==> src/rtl/alert_pkg.sv <==
// alert_pkg: shared source indices, FSM state type and default timing for the alert scheduler.
package alert_pkg;
    localparam int SRC_FALL = 3;
    localparam int SRC_BPM  = 2;
    localparam int SRC_TEMP = 1;
    localparam int SRC_MED  = 0;
    localparam int HOLD_DEFAULT = 1000;
    localparam int ESC_DEFAULT  = 30000000;
    typedef enum logic [1:0] {S_IDLE, S_ALERT, S_ESC} state_e;
endpackage

==> src/rtl/alert_scheduler_if.sv <==
// alert_scheduler_if: request/acknowledge inputs and annunciator outputs of the alert scheduler.
interface alert_scheduler_if;
    logic [3:0] req;
    logic       ack;
    logic       alert_active;
    logic [1:0] alert_src;
    logic       escalate;
    logic [3:0] pending;
    modport master (output req, ack, input alert_active, alert_src, escalate, pending);
    modport slave  (input req, ack, output alert_active, alert_src, escalate, pending);
endinterface

==> src/rtl/alert_prio_enc.sv <==
// alert_prio_enc: fixed-priority select of the highest-index pending source (3 > 2 > 1 > 0).
module alert_prio_enc
    import alert_pkg::*;
(
    input  logic [3:0] pend_i,
    output logic [1:0] idx_o,
    output logic       valid_o
);
    assign valid_o = |pend_i;
    always_comb
        idx_o = pend_i[SRC_FALL] ? 2'(SRC_FALL) :
                pend_i[SRC_BPM]  ? 2'(SRC_BPM)  :
                pend_i[SRC_TEMP] ? 2'(SRC_TEMP) : 2'(SRC_MED);
endmodule

==> src/rtl/alert_scheduler.sv <==
// alert_scheduler: latches rising alert requests, presents the highest-priority one on a shared
// annunciator, enforces a minimum hold before acknowledge and escalates unacknowledged alerts.
module alert_scheduler
    import alert_pkg::*;
#(
    parameter int HOLD_CYCLES = HOLD_DEFAULT,
    parameter int ESC_CYCLES  = ESC_DEFAULT
) (
    input logic              clk,
    input logic              reset,
    alert_scheduler_if.slave bus
);
    localparam int CW = $clog2(ESC_CYCLES + 1);

    state_e          state_q, state_d;
    logic [3:0]      req_q, pend_q, pend_d;
    logic [1:0]      src_q, src_d, top_idx;
    logic [CW-1:0]   hold_q, hold_d, esc_q, esc_d;
    logic            top_vld, ack_ok;

    alert_prio_enc u_enc (.pend_i(pend_q), .idx_o(top_idx), .valid_o(top_vld));

    assign ack_ok = bus.ack && state_q != S_IDLE && hold_q == CW'(HOLD_CYCLES);

    always_ff @(posedge clk or negedge reset) begin
        if (!reset) begin
            state_q <= S_IDLE;
            req_q   <= '0;
            pend_q  <= '0;
            src_q   <= '0;
            hold_q  <= '0;
            esc_q   <= '0;
        end else begin
            state_q <= state_d;
            req_q   <= bus.req;
            pend_q  <= pend_d;
            src_q   <= src_d;
            hold_q  <= hold_d;
            esc_q   <= esc_d;
        end
    end

    // A new request edge is ORed in after the ack clear, so a coincident edge wins.
    always_comb begin
        state_d = state_q;
        src_d   = src_q;
        hold_d  = hold_q == CW'(HOLD_CYCLES) ? hold_q : hold_q + CW'(1);
        esc_d   = state_q == S_ALERT ? esc_q + CW'(1) : esc_q;
        pend_d  = (pend_q & ~(ack_ok ? 4'b0001 << src_q : 4'b0000)) | (bus.req & ~req_q);
        if (state_q == S_IDLE) begin
            hold_d = '0;
            esc_d  = '0;
            if (top_vld) begin
                state_d = S_ALERT;
                src_d   = top_idx;
            end
        end else if (ack_ok) begin
            state_d = S_IDLE;
        end else if (state_q == S_ALERT && top_idx > src_q) begin
            src_d  = top_idx;
            hold_d = '0;
            esc_d  = '0;
        end else if (state_q == S_ALERT && esc_q == CW'(ESC_CYCLES - 1)) begin
            state_d = S_ESC;
        end
    end

    always_comb begin
        bus.alert_active = state_q != S_IDLE;
        bus.alert_src    = state_q != S_IDLE ? src_q : 2'd0;
        bus.escalate     = state_q == S_ESC;
        bus.pending      = pend_q;
    end
endmodule
==> src/flat_wrapper.sv <==
// flat-port wrapper written by rule: the top's interface ports become plain ports
module alert_scheduler_flat import alert_pkg::*;
#(
    parameter int HOLD_CYCLES = HOLD_DEFAULT,
    parameter int ESC_CYCLES  = ESC_DEFAULT
)
  (clk, reset, bus_req, bus_ack, bus_alert_active, bus_alert_src, bus_escalate, bus_pending);
  alert_scheduler_if bus_i ();
  input logic clk;
  input logic reset;
  input wire logic [$bits(bus_i.req)-1:0] bus_req;
  input wire logic [$bits(bus_i.ack)-1:0] bus_ack;
  output wire logic [$bits(bus_i.alert_active)-1:0] bus_alert_active;
  output wire logic [$bits(bus_i.alert_src)-1:0] bus_alert_src;
  output wire logic [$bits(bus_i.escalate)-1:0] bus_escalate;
  output wire logic [$bits(bus_i.pending)-1:0] bus_pending;
  assign bus_i.req = bus_req;
  assign bus_i.ack = bus_ack;
  assign bus_alert_active = bus_i.alert_active;
  assign bus_alert_src = bus_i.alert_src;
  assign bus_escalate = bus_i.escalate;
  assign bus_pending = bus_i.pending;
  alert_scheduler #(.HOLD_CYCLES(HOLD_CYCLES), .ESC_CYCLES(ESC_CYCLES)) u_core (.clk(clk), .reset(reset), .bus(bus_i));
endmodule
==> config.mk <==
export PLATFORM = sky130hd
export DESIGN_NAME = alert_scheduler_flat
export DESIGN_NICKNAME = d
export VERILOG_FILES = /design/src/rtl/alert_pkg.sv /design/src/rtl/alert_scheduler_if.sv /design/src/rtl/alert_prio_enc.sv /design/src/rtl/alert_scheduler.sv /design/src/flat_wrapper.sv
export SDC_FILE = /design/constraint.sdc
export NUM_CORES = 1
export LEC_CHECK = 0
export BUFFER_PORTS_ARGS = -buffer_cell sky130_fd_sc_hd__buf_2
export CAP_MARGIN = 20
export CELL_PAD_IN_SITES_DETAIL_PLACEMENT = 1
export CELL_PAD_IN_SITES_GLOBAL_PLACEMENT = 1
export CORE_AREA = 3 3 87 89
export DETAILED_ROUTE_END_ITERATION = 10
export DIE_AREA = 0 0 90 92
export GPL_ROUTABILITY_DRIVEN = 0
export GPL_TIMING_DRIVEN = 0
export PLACE_DENSITY = 0.88
export REMOVE_ABC_BUFFERS = 1
export SYNTH_ARGS = -nofsm -noshare
export SYNTH_HDL_FRONTEND = slang
export SYNTH_HIERARCHICAL = 1
export SYNTH_SLANG_ARGS = --single-unit
==> constraint.sdc <==
create_clock -name clk -period 3.25 [get_ports clk]
set_clock_uncertainty 0.15 [all_clocks]
set_input_delay 0.325 -clock clk [delete_from_list [all_inputs] [get_ports clk]]
set_output_delay 0.325 -clock clk [all_outputs]
set_load 0.005 [all_outputs]
# == Word level (Yosys, flattened, before mapping) ==
# Index checks and enable logic that the tools add are counted.
# word_totals
reg_bits,62
in_bits,7
elab_cells,55
# classes
add_sub_neg,2
order_cmp,1
n_eq_ne,7
shifts,1
muxes,22
bitwise,5
n_reduce_logical,11
# ops
cell,count
2-to-1 mux 25 bit,8
"adder 25 x 1 -> 25 bit, second input constant",2
"== test 25 x 10 -> 1 bit, second input constant",1
"== test 25 bit, second input constant",1
2-to-1 mux 2 bit,12
AND 4 bit,2
NOT 4 bit,2
AND reduction 3 bit,2
logical AND 1 bit,4
2-to-1 mux 4 bit,1
bitwise OR 4 bit,1
nonzero test 2 bit,2
OR reduction 4 bit,1
"<< shifter 1 x 2 -> 4 bit, first input constant",1
"inequality test 3 x 1 -> 1 bit, second input constant",1
nonzero test 3 bit,1
"== test 2 x 1 -> 1 bit, second input constant",1
"== test 2 bit, second input constant",1
greater-than comparator 2 bit,1
zero test 2 bit,1
"inequality test 2 x 1 -> 1 bit, second input constant",1
"inequality test 2 bit, second input constant",1
2-to-1 mux 1 bit,1

# == Logic depth before layout (Yosys ltp) ==
# Gate-level depths: netlist (run 1).
# depth
word_depth,8
ltp_mapped,9
mapped_depth_nobuf,8

# == Hierarchy ==
# The synthesis (run 1) kept the hierarchy.
# by_module_without_submodules
module,instances,cells_per_inst,area_per_inst_um2,seq_area_each_um2
alert_scheduler,1,345,3279.4,1551.5
alert_prio_enc,1,4,23.8,0.0

# == Worst setup path after synthesis (run 1) ==
# OpenSTA, ideal clock, no wires.
# synth_path
path_type,reg2reg
start,"register u_core.pend_q[3], in the netlist u_core/bus.pending[3]"
end,register u_core.esc_q[10]
setup_time_ns,0.121
arrival_time_ns,1.999
path_slack_ns,0.980
stages_incl_launch_ff,8
n_path_buf,1
cell_sequence,dfrtp_1 or2_1 ha_1 nand2b_1 a221o_1 a22oi_2 buf_2 nor2_1
# synth_via
elab_chain_cells,6
# synth_lines
item,line_no,rtl
start: declaration,alert_scheduler.sv:16,"logic [3:0] req_q, pend_q, pend_d;"
start signal: assignment,alert_scheduler.sv:36,pend_q <= pend_d;
2-to-1 mux 2 bit,alert_prio_enc.sv:11,idx_o = pend_i[SRC_FALL] ? 2'(SRC_FALL) :
greater-than comparator 2 bit,alert_scheduler.sv:59,end else if (state_q == S_ALERT && top_idx > src_q) begin
logical AND 1 bit,alert_scheduler.sv:59,
2-to-1 mux 25 bit,alert_scheduler.sv:59,
2-to-1 mux 25 bit,alert_scheduler.sv:57,end else if (ack_ok) begin
2-to-1 mux 25 bit,alert_scheduler.sv:50,if (state_q == S_IDLE) begin
named net u_core.esc_d[10],alert_scheduler.sv:18,"logic [CW-1:0] hold_q, hold_d, esc_q, esc_d;"
end signal: assignment,alert_scheduler.sv:39,esc_q <= esc_d;
end: declaration,alert_scheduler.sv:18,
# The timed path passes the listed nets, and every way through them passes these cells.
# A chain may end at the register's enable or synchronous reset.

# == Worst setup path in the final report (run 1) ==
# layout_path
start,"register u_core.pend_q[2], in the netlist u_core/bus.pending[2]"
end,register u_core.hold_q[2]
# layout_via
elab_chain_cells,7
# layout_lines
item,line_no,rtl
2-to-1 mux 2 bit,alert_prio_enc.sv:12,pend_i[SRC_BPM] ? 2'(SRC_BPM) :
2-to-1 mux 2 bit,alert_prio_enc.sv:11,
greater-than comparator 2 bit,alert_scheduler.sv:59,
logical AND 1 bit,alert_scheduler.sv:59,
2-to-1 mux 25 bit,alert_scheduler.sv:59,
2-to-1 mux 25 bit,alert_scheduler.sv:57,
2-to-1 mux 25 bit,alert_scheduler.sv:50,
named net u_core.hold_d[2],alert_scheduler.sv:18,
end signal: assignment,alert_scheduler.sv:38,hold_q <= hold_d;
end: declaration,alert_scheduler.sv:18,
# The timed path passes the listed nets, and every way through them passes these cells.

==> results of run 1 <==
## worst max path at each step
stage,end,slack (ns),cells after the start
final,u_core/hold_q[2],0.30,8
after global routing,u_core/hold_q[2],0.12,8
after CTS,u_core/hold_q[2],0.30,8
after detailed placement,u_core/hold_q[2],0.36,8
after global placement,u_core/hold_q[2],-0.38,6
after floorplan,u_core/hold_q[2],0.37,6
## sequential cells by signal (all words and copies together), names as in the netlist
| signal | cells |
|---|---|
| u_core/req_q | 4 |
| u_core/state_q | 2 |
| u_core/esc_q | 25 |
| u_core/hold_q | 25 |
| u_core/bus.pending | 4 |
| u_core/src_q | 2 |
## layer usage
metal,track usage (%),vias to the layer above,part of all wire (%)
li1,-,1333,-
met1,28.3,1466,43
met2,40.9,62,52
met3,4.68,18,3.4
met4,7.65,0,1.9
met5,0,-,0
## final cells by class
cell class	count	area, µm²
fill	793	3030
multi-input combinational	253	1610
sequential	62	1550
timing repair buffer	23	205
clock buffer	13	169
tap	96	120
inverter	21	78.8
clock inverter	3	65.1
## through the flow
stage | area, µm² | setup TNS [ns] | instances | worst slack [ns]
CTS | 3800 | 0 | 471 | 0.304
detailed placement | 3520 | 0 | 450 | 0.356
global placement | 3430 | -14.22 | 446 | -0.385
floorplan | 3240 | 0 | 336 | 0.369
global route | 3800 | 0 | 471 | 0.124
finish | 3800 | 0 | 471 | 0.301
## cell families (layout without fill, tap and decap cells)
family	after synthesis	after routing
compound gates	76	76
xor+xnor	20	20
fa+ha+maj	5	5
buf+inv	34	60
flops	62	62
mux	1	1
simple gates	151	151
## Yosys cell counts, drive strengths merged
library cell  count
o21ai            20
nor3b             1
a22o              1
nand2            17
a221o             1
a21oi            28
and4              8
a22oi             4
xor2              9
and4b             2
dfrtp            62
or3              19
and3b             1
nand4            16
clkbuf            6
nor3              5
nand2b            4
mux2i             1
nand3            20
a21boi            1
xnor2            11
and2              2
inv              21
or2               1
nor4bb            1
ha                5
a31o              1
o22ai             2
o41ai             3
o211ai            2
and3              4
nor2             29
o31ai             9
a221oi            1
buf               7
nor2b             1
a211o             1
nor4              8
or4              12
a21o              1
o2111ai           1
## tightest hold or removal path, delay by kind of cell
kind            cells  cell delay, ns
compound gates      1            0.14
buf+inv             1            0.12
simple gates        1            0.08
## timing repair
item,4_1_cts,5_1_grt
gates resized for setup,0,0
hold endpoints to repair,23,0
hold buffers,5,0
## report_power, final
| group | leakage (nW) | internal [mW] | switching (mW) | total (mW) |
|---|---|---|---|---|
| clock | 0.120 | 0.494 | 0.295 | 0.789 |
| sequential | 0.795 | 0.774 | 0.000935 | 0.775 |
| combinational | 0.641 | 0.0137 | 0.0213 | 0.0350 |
| total | 1.56 | 1.28 | 0.318 | 1.60 |
==> impl_metrics.csv, run 1 <==
group,metric,value,unit
worst_setup_path,critPathArrivalTime,3.02,ns
logic_synthesis,synth_compound_area_share,14.3,%
placement,io_buffers,14,
finish,final_cell_mix,"dfrtp_1, nor2_1, a21oi_1",
timing,worstMarginPinSlew,0.724,ns
routing,wire_per_inst,18.7,µm
worst_setup_path,r2r_cells,8,
clocking,cts_buffer_depth,2,
logic_synthesis,synthMuxAreaShare,0.303,%
finish,n_antenna_cell,0,
timing,max_freq,0.339,GHz
logic_synthesis,synth_area_leaders,"dfrtp_1, a21oi_1, or3_1",
logic_synthesis,synth_top_area_share,47.0,%
logic_synthesis,yosysWarnings,6,
floorplanning,initial_core_util,48.4,%
worst_setup_path,startpoint,"u_core/bus.pending[2]",
worst_setup_path,path_class,"reg -> reg",
timing,period_needed,2.95,ns
clocking,cts_tree,"built",
routing,totalWireLength,8.79,mm
worst_setup_path,cp_max_fo,18,
power,power.leakage,1.56,nW
global_route,grt_pass1_wl,15.6,mm
worst_setup_path,cp_top_family,"compound AO/OA/AOI/OAI gates",
status,status,"completed",
clocking,worstSkewPairLatency,0.34,ns
finish,layout_commonest_cell,"dfrtp_1",
routing,vias_per_cell,6.11,
routing,drtIter0Drc,124,
worst_hold_path,hold_path_depth,3,
floorplanning,io-pin-count,15,
worst_hold_path,hp-start,"bus_ack",
finish,layout-drive-gt1-share,11.5,%
floorplanning,dieArea,0.00828,mm²
logic_synthesis,synth_adder_area_share,1.89,%
global_route,first_global_vias,3127,
routing,postRouteAntennaNets,0,
timing,rsz0062_at_grt,"false",
logic_synthesis,synthCells,349,
routing,num_vias,2879,
worst_setup_path,r2r_start,"u_core/bus.pending[2]",
logic_synthesis,syn_area,0.00330,mm²
worst_setup_path,slowest_stage,"a22oi_2",
clocking,path_clk_slew,0.07,ns
worst_setup_path,start_kind,"flop",
worst_setup_path,cpMostUsedCell,"buf_8",
power,vdd.ir_drop.worst,0.000228,V
logic_synthesis,ys_seq_area_share,47.0,%
worst_setup_path,critPathRequiredTime,3.32,ns
finish,finalNetCount,382,
global_route,grt_usage,23.1,%
timing,slew_headroom,51.7,%
timing,slew_viol_final,0,
global_route,grt_max_degree,23,
logic_synthesis,ys_ff_latch,62,
global_route,antenna_found_initial,0,
logic_synthesis,yosys.area.top_type,"dfrtp_1",
floorplanning,dieHeight,92,µm
worst_hold_path,min_path_type,"in -> reg",
routing,dr.pass1.iters,5,
clocking,numCtsBuffers,9,
finish,area_growth,15.1,%
logic_synthesis,synth_cell_types,51,
logic_synthesis,synth_top_family_by_area,"simple AND/OR/NAND/NOR gates",
floorplanning,fp.dieW,90,µm
job,maxCapViolCount,0,
power,power.total,1.60,mW
worst_setup_path,worstSetupEndpointType,"flop",
clocking,htree_levels,3,
worst_setup_path,rrSetupSlack,0.30,ns
timing,holdWs,0.223,ns
logic_synthesis,postSynthAreaPerCell,9.46,µm²
timing,finalCritPeriodShare,90.7,%
power,power.density,421,mW/mm²
floorplanning,row_count,30,
worst_setup_path,slowest_delay,0.59,ns
logic_synthesis,synth-simple-area-share,27.0,%
clocking,post_cts_buffers,0,
timing,hold_viol_final,0,
clocking,cts.sinks,62,
worst_setup_path,worstPathCellList,"or2_1, ha_1, nand2b_1, a221o_1, a22oi_2, buf_8, buf_8, o22ai_1",
global_route,grt_overflow,0,
worst_setup_path,crit_buf_inv,2,
worst_setup_path,r2r_end,"u_core/hold_q[2]",
timing,setup_viol_count_final,0,
placement,hpwl,5.95,mm
logic_synthesis,synthXorXnorAreaFrac,5.30,%
clocking,cts_root_buf,"clkbuf_8",
finish,fin_util,55.7,%
floorplanning,core,0.00683,mm²
routing,remaining_drc_errors,0,
worst_hold_path,hold_end,"u_core/state_q[0]",
(Power assumes the default switching activity.)
==> inputs of run 2 (changes only) <==
--- a/config.mk
+++ b/config.mk
@@ -5,13 +5,14 @@
 export SDC_FILE = /design/constraint.sdc
 export NUM_CORES = 1
 export LEC_CHECK = 0
+export ABC_AREA = 1
 export BUFFER_PORTS_ARGS = -buffer_cell sky130_fd_sc_hd__buf_2
 export CAP_MARGIN = 20
 export CELL_PAD_IN_SITES_DETAIL_PLACEMENT = 1
 export CELL_PAD_IN_SITES_GLOBAL_PLACEMENT = 1
-export CORE_AREA = 3 3 87 89
+export CORE_AREA = 3 3 95 97
 export DETAILED_ROUTE_END_ITERATION = 10
-export DIE_AREA = 0 0 90 92
+export DIE_AREA = 0 0 98 100
 export GPL_ROUTABILITY_DRIVEN = 0
 export GPL_TIMING_DRIVEN = 0
 export PLACE_DENSITY = 0.88
==> impl_metrics.csv, run 2 <==
group,metric,value,unit
placement,post_dp_cell_area,0.00397,mm²
worst_setup_path,r2r_end,"u_core/esc_q[9]",
clocking,cts_tree,"built",
worst_setup_path,worstPathCellList,"nor2_2, inv_1, ha_1, inv_1, o21bai_1, nand3_2, nand2_2, nand2_4, inv_4, nor2_2",
routing,wire_per_inst,15.7,µm
worst_setup_path,cp_top_family,"simple AND/OR/NAND/NOR gates",
logic_synthesis,synthCells,508,
worst_setup_path,crit_end,"u_core/esc_q[9]",
logic_synthesis,syn_area,0.00380,mm²
logic_synthesis,synth_most_common_cell,"nand2_1",
routing,postRouteAntennaNets,0,
worst_setup_path,crit_buf_inv,3,
routing,remaining_drc_errors,0,
worst_setup_path,slowest_delay,0.51,ns
worst_setup_path,r2r_cells,10,
worst_setup_path,rrSetupSlack,0.70,ns
finish,finalNonFillerCells,645,
floorplanning,initial_core_util,46.3,%
clocking,post_cts_buffers,0,
timing,tns,0,ns
finish,finalNetCount,547,
routing,vias_per_cell,5.29,
clocking,numCtsBuffers,9,
worst_setup_path,critPathRequiredTime,3.30,ns
worst_hold_path,min_path_type,"in -> reg",
worst_setup_path,cp_max_fo,30,
global_route,grt_usage,22.6,%
timing,hold_viol_final,0,
floorplanning,dieArea,0.00980,mm²
worst_setup_path,path_class,"reg -> reg",
logic_synthesis,ys_ff_latch,62,
routing,num_vias,3411,
worst_setup_path,cp.depth,10,
clocking,cts_resized,0,
global_route,grt_overflow,0,
routing,drtIter0Drc,138,
logic_synthesis,synth_common_cells,"nand2_1, nor2_1, inv_1",
logic_synthesis,postSynthAreaPerCell,7.49,µm²
logic_synthesis,synth_async_sr_flop_share,100,%
floorplanning,core,0.00822,mm²
power,vdd.ir_drop.worst,0.000287,V
global_route,first_global_vias,3754,
status,status,"completed",
finish,area_growth,10.6,%
logic_synthesis,synth_top_area_share,40.8,%
clocking,cts.sinks,62,
logic_synthesis,synth_edf_count,0,
clocking,worstSkewPairLatency,0.34,ns
finish,n_antenna_cell,0,
worst_setup_path,startpoint,"u_core/bus.pending[3]",
logic_synthesis,synth_area_leaders,"dfrtp_1, nand2_1, nor2_1",
routing,dr.pass1.iters,4,
timing,rsz0062_at_grt,"false",
finish,final_cell_area,0.00420,mm²
logic_synthesis,synth_cell_types,32,
logic_synthesis,yosys.area.top_type,"dfrtp_1",
placement,placed_cells,624,
clocking,cts_buffer_depth,2,
worst_setup_path,slowest_stage,"inv_4",
global_route,grt_max_degree,37,
clocking,cts_root_buf,"clkbuf_8",
worst_setup_path,worstSetupEndpointType,"flop",
timing,period_needed,2.55,ns
floorplanning,dieHeight,100,µm
timing,setup_slack,0.702,ns
floorplanning,io-pin-count,15,
logic_synthesis,ys_seq_area_share,40.8,%
clocking,path_clk_slew,0.09,ns
finish,layout-drive-gt1-share,15.4,%
global_route,antenna_found_initial,0,
power,power.density,522,mW/mm²
timing,worstMarginPinSlew,0.647,ns
clocking,htree_levels,3,
global_route,grt_pass1_wl,18.0,mm
timing,slew_headroom,56.9,%
logic_synthesis,yosysWarnings,6,
placement,hpwl,7.23,mm
placement,io_buffers,14,
timing,setup_viol_count_final,0,
worst_setup_path,start_kind,"flop",
floorplanning,fp.dieW,98,µm
logic_synthesis,ys.flop_type,"dfrtp_1",
finish,final_cell_mix,"nand2_1, nor2_1, inv_1",
worst_setup_path,critPathArrivalTime,2.60,ns
clocking,ctsHoldBuffers,5,
floorplanning,row_count,33,
power,power.leakage,1.88,nW
placement,pre_cts_ws,0.752,ns
timing,holdWs,0.250,ns
timing,finalCritPeriodShare,78.4,%
finish,reg.largest.list,"u_core/esc_q x25, u_core/hold_q x25",
timing,max_freq,0.393,GHz
finish,layout_commonest_cell,"nand2_1",
timing,slew_viol_final,0,
worst_setup_path,r2r_start,"u_core/bus.pending[3]",
routing,totalWireLength,10.1,mm
job,maxCapViolCount,0,
run 2: changes by cell type after synthesis, sizes merged, moves of 7 or more:
cell | before | now
a21oi | 28 | 7
and4 | 8 | 0
inv | 21 | 67
nand2 | 17 | 136
nand3 | 20 | 35
nor2 | 29 | 123
nor3 | 5 | 13
nor4 | 8 | 1
o21ai | 20 | 4
o31ai | 9 | 0
or3 | 19 | 0
or4 | 12 | 0
xor2 | 9 | 18
run 2: metrics by stage:
| stage | power (mW) | utilization (%) |
|---|---|---|
| 2_1_floorplan | 1.36 | - |
| 3_3_place_gp | 1.52 | 48.1 |
| 3_5_place_dp | 1.56 | 48.3 |
| 4_1_cts | 2.23 | 51.2 |
| 5_1_grt | 2.34 | 51.2 |
| 6_report | 2.20 | 51.2 |
run 2: how the worst min path moves through the flow:
stage	cells after the start	from	endpoint	slack, ns
after floorplan	0	reset	u_core/bus.pending[0]	-0.12
after global placement	1	bus_req[2]	u_core/req_q[2]	0.30
after detailed placement	1	reset	u_core/hold_q[19]	0.24
after CTS	5	bus_ack	u_core/hold_q[7]	0.24
after global routing	5	bus_ack	u_core/hold_q[7]	0.27
final	5	bus_ack	u_core/hold_q[7]	0.25
run 2: cell type report:
cell class	count	area, µm²
Fill cell	1042	4010
Clock buffer	10	138
Multi-Input combinational cell	375	1940
Tap cell	105	131
Inverter	67	254
Timing Repair Buffer	20	140
Clock inverter	6	46.3
Sequential cell	62	1550
run 2: worst register-to-register path: cells and delay by family, from the launching register on:
family | cells | cell delay, ns
AOI/OAI and AO/OA | 1 | 0.16
adders and majority gates | 1 | 0.31
and+or+nand+nor | 5 | 0.71
DFF | 1 | 0.42
buffers and inverters | 3 | 0.65
run 2: kinds of logic after synthesis:
family          synth area share, %
simple gates                   41.3
flops                          40.8
buf+inv                        8.09
xor+xnor                       5.76
compound gates                 2.40
fa+ha+maj                      1.65
run 2: per-layer routing:
metal | up-vias | part of all wire [%] | global-route usage, %
met5 | - | 0 | 0
met4 | 0 | 1.8 | 9.37
met3 | 18 | 2.4 | 2.85
met2 | 61 | 51 | 39.6
met1 | 1701 | 45 | 28.3
li1 | 1631 | - | -
run 2: where the power goes:
group          leakage (nW)  internal [mW]  total, mW  switching [mW]
clock                0.0772          0.300      0.656           0.356
combinational         0.986          0.182      0.662           0.480
sequential            0.819          0.822      0.878          0.0566
==> inputs of run 3 (changes only) <==
==> constraint.sdc (replaced) <==
create_clock -name clk -period 2.51 [get_ports clk]
set_clock_uncertainty 0.15 [all_clocks]
set_input_delay 0.251 -clock clk [delete_from_list [all_inputs] [get_ports clk]]
set_output_delay 0.251 -clock clk [all_outputs]
set_load 0.005 [all_outputs]
==> impl_metrics.csv, run 3 (same netlist as run 2, synthesis figures left out) <==
group,metric,value,unit
timing,tns,0,ns
finish,finalNonFillerCells,645,
finish,final_cell_mix,"nand2_1, nor2_1, inv_1",
floorplanning,io-pin-count,15,
floorplanning,core,0.00822,mm²
clocking,cts_root_buf,"clkbuf_8",
finish,layout_commonest_cell,"nand2_1",
clocking,htree_levels,3,
clocking,path_clk_slew,0.08,ns
power,intPower,1.69,mW
timing,holdWs,0.175,ns
timing,hold_viol_final,0,
floorplanning,dieArea,0.00980,mm²
placement,post_dp_cell_area,0.00397,mm²
worst_setup_path,slowest_delay,0.42,ns
timing,worstMarginPinSlew,0.647,ns
worst_setup_path,path_class,"reg -> reg",
timing,rsz0062_at_grt,"false",
global_route,first_global_vias,3754,
clocking,cts_buffer_depth,2,
clocking,worstSkewPairLatency,0.35,ns
finish,area_growth,10.8,%
global_route,grt_usage,22.7,%
worst_setup_path,cp_max_fo,30,
routing,vias_per_cell,5.31,
worst_setup_path,worstSetupEndpointType,"flop",
power,vdd.ir_drop.worst,0.000377,V
clocking,post_cts_buffers,0,
power,power.total,2.86,mW
routing,totalWireLength,10.1,mm
power,switching_share,40.8,%
timing,max_freq,0.438,GHz
power,combinationalPowerShare,30.6,%
timing,slew_headroom,56.9,%
finish,fillers,1041,
worst_setup_path,worstPathCellList,"nor2_2, inv_1, ha_1, inv_1, o21bai_1, nand3_2, nand2_2, nand2_4, clkinv_8, nor2_2",
placement,io_buffers,14,
floorplanning,fp.dieW,98,µm
job,maxCapViolCount,0,
power,clkPwrFrac,29.7,%
timing,setup_viol_count_final,0,
routing,wire_per_inst,15.6,µm
worst_setup_path,slowest_stage,"dfrtp_1",
timing,setup_slack,0.226,ns
timing,finalCritPeriodShare,91.0,%
floorplanning,row_count,33,
global_route,grt_pass1_wl,18.0,mm
placement,placed_cells,624,
clocking,cts_tree,"built",
worst_setup_path,critPathArrivalTime,2.40,ns
finish,finalNetCount,547,
routing,dr.pass1.iters,4,
worst_setup_path,start_kind,"flop",
finish,fin_util,51.3,%
finish,final_cell_area,0.00421,mm²
floorplanning,dieHeight,100,µm
worst_hold_path,min_path_type,"in -> reg",
global_route,grt_max_degree,37,
clocking,cts.sinks,62,
power,power.density,679,mW/mm²
status,status,"completed",
floorplanning,initial_core_util,46.3,%
global_route,antenna_found_initial,0,
timing,slew_viol_final,0,
routing,drtIter0Drc,134,
finish,layout-drive-gt1-share,15.4,%
finish,n_antenna_cell,0,
power,switchingPower,1.17,mW
finish,reg.largest.list,"u_core/esc_q x25, u_core/hold_q x25",
timing,period_needed,2.28,ns
clocking,numCtsBuffers,9,
global_route,grt_overflow,0,
worst_setup_path,rrSetupSlack,0.23,ns
power,pwr-share-seq,39.7,%
routing,remaining_drc_errors,0,
routing,postRouteAntennaNets,0,
routing,num_vias,3424,
power,power.leakage,1.88,nW
placement,pre_cts_ws,0.0116,ns
worst_setup_path,critPathRequiredTime,2.62,ns
placement,hpwl,7.23,mm
==> run 3: what timing repair did <==
action	4_1_cts	5_1_grt
hold buffers	5	0
hold endpoints to repair	34	0
gates resized for setup	1	2
setup endpoints to repair	23	30
==> run 3: layout make-up <==
type,instances,area (µm²),share of cell area (%)
multi-input combinational,375,1940,46.1
tap,105,131,3.12
timing repair buffer,20,140,3.33
sequential,62,1550,36.8
inverter,67,264,6.26
clock buffer,10,138,3.27
clock inverter,6,46.3,1.10
==> run 3: power by group through the flow <==
stage                     logic (mW)  registers [mW]  clock network, mW
after floorplan                0.622            1.14                  0
after global placement         0.814            1.15                  0
after detailed placement       0.861            1.15                  0
after CTS                      0.880            1.14              0.875
after global routing           0.994            1.15              0.912
final                          0.875            1.14              0.850
==> run 3: worst paths after layout <==
path                                        from               endpoint  cells after the start
min in group asynchronous                  reset      u_core/hold_q[19]                      2
hold / removal                           bus_ack       u_core/hold_q[7]                      5
setup / recovery           u_core/bus.pending[3]        u_core/esc_q[9]                     10
setup reg to reg           u_core/bus.pending[3]        u_core/esc_q[9]                     10
hold reg to reg                  u_core/req_q[3]  u_core/bus.pending[3]                      3
max in group asynchronous                  reset      u_core/state_q[0]                      3
==> run 3: routing by layer <==
metal  part of all wire [%]  vias up  wire length [µm]  GRT usage (%)
li1                       -     1631                 -              -
met1                     45     1712              4500           28.3
met2                     51       59              5140           39.7
met3                    2.4       22               247           2.85
met4                    2.0        0               199           9.37
met5                      0        -                 0              0
==> run 3: critical path: cells and delay by family (launching register included) <==
| kind | cells | cell delay (ns) |
|---|---|---|
| AOI/OAI and AO/OA | 1 | 0.08 |
| adders and majority gates | 1 | 0.30 |
| buffers and inverters | 3 | 0.42 |
| DFF | 1 | 0.42 |
| and+or+nand+nor | 5 | 0.81 |
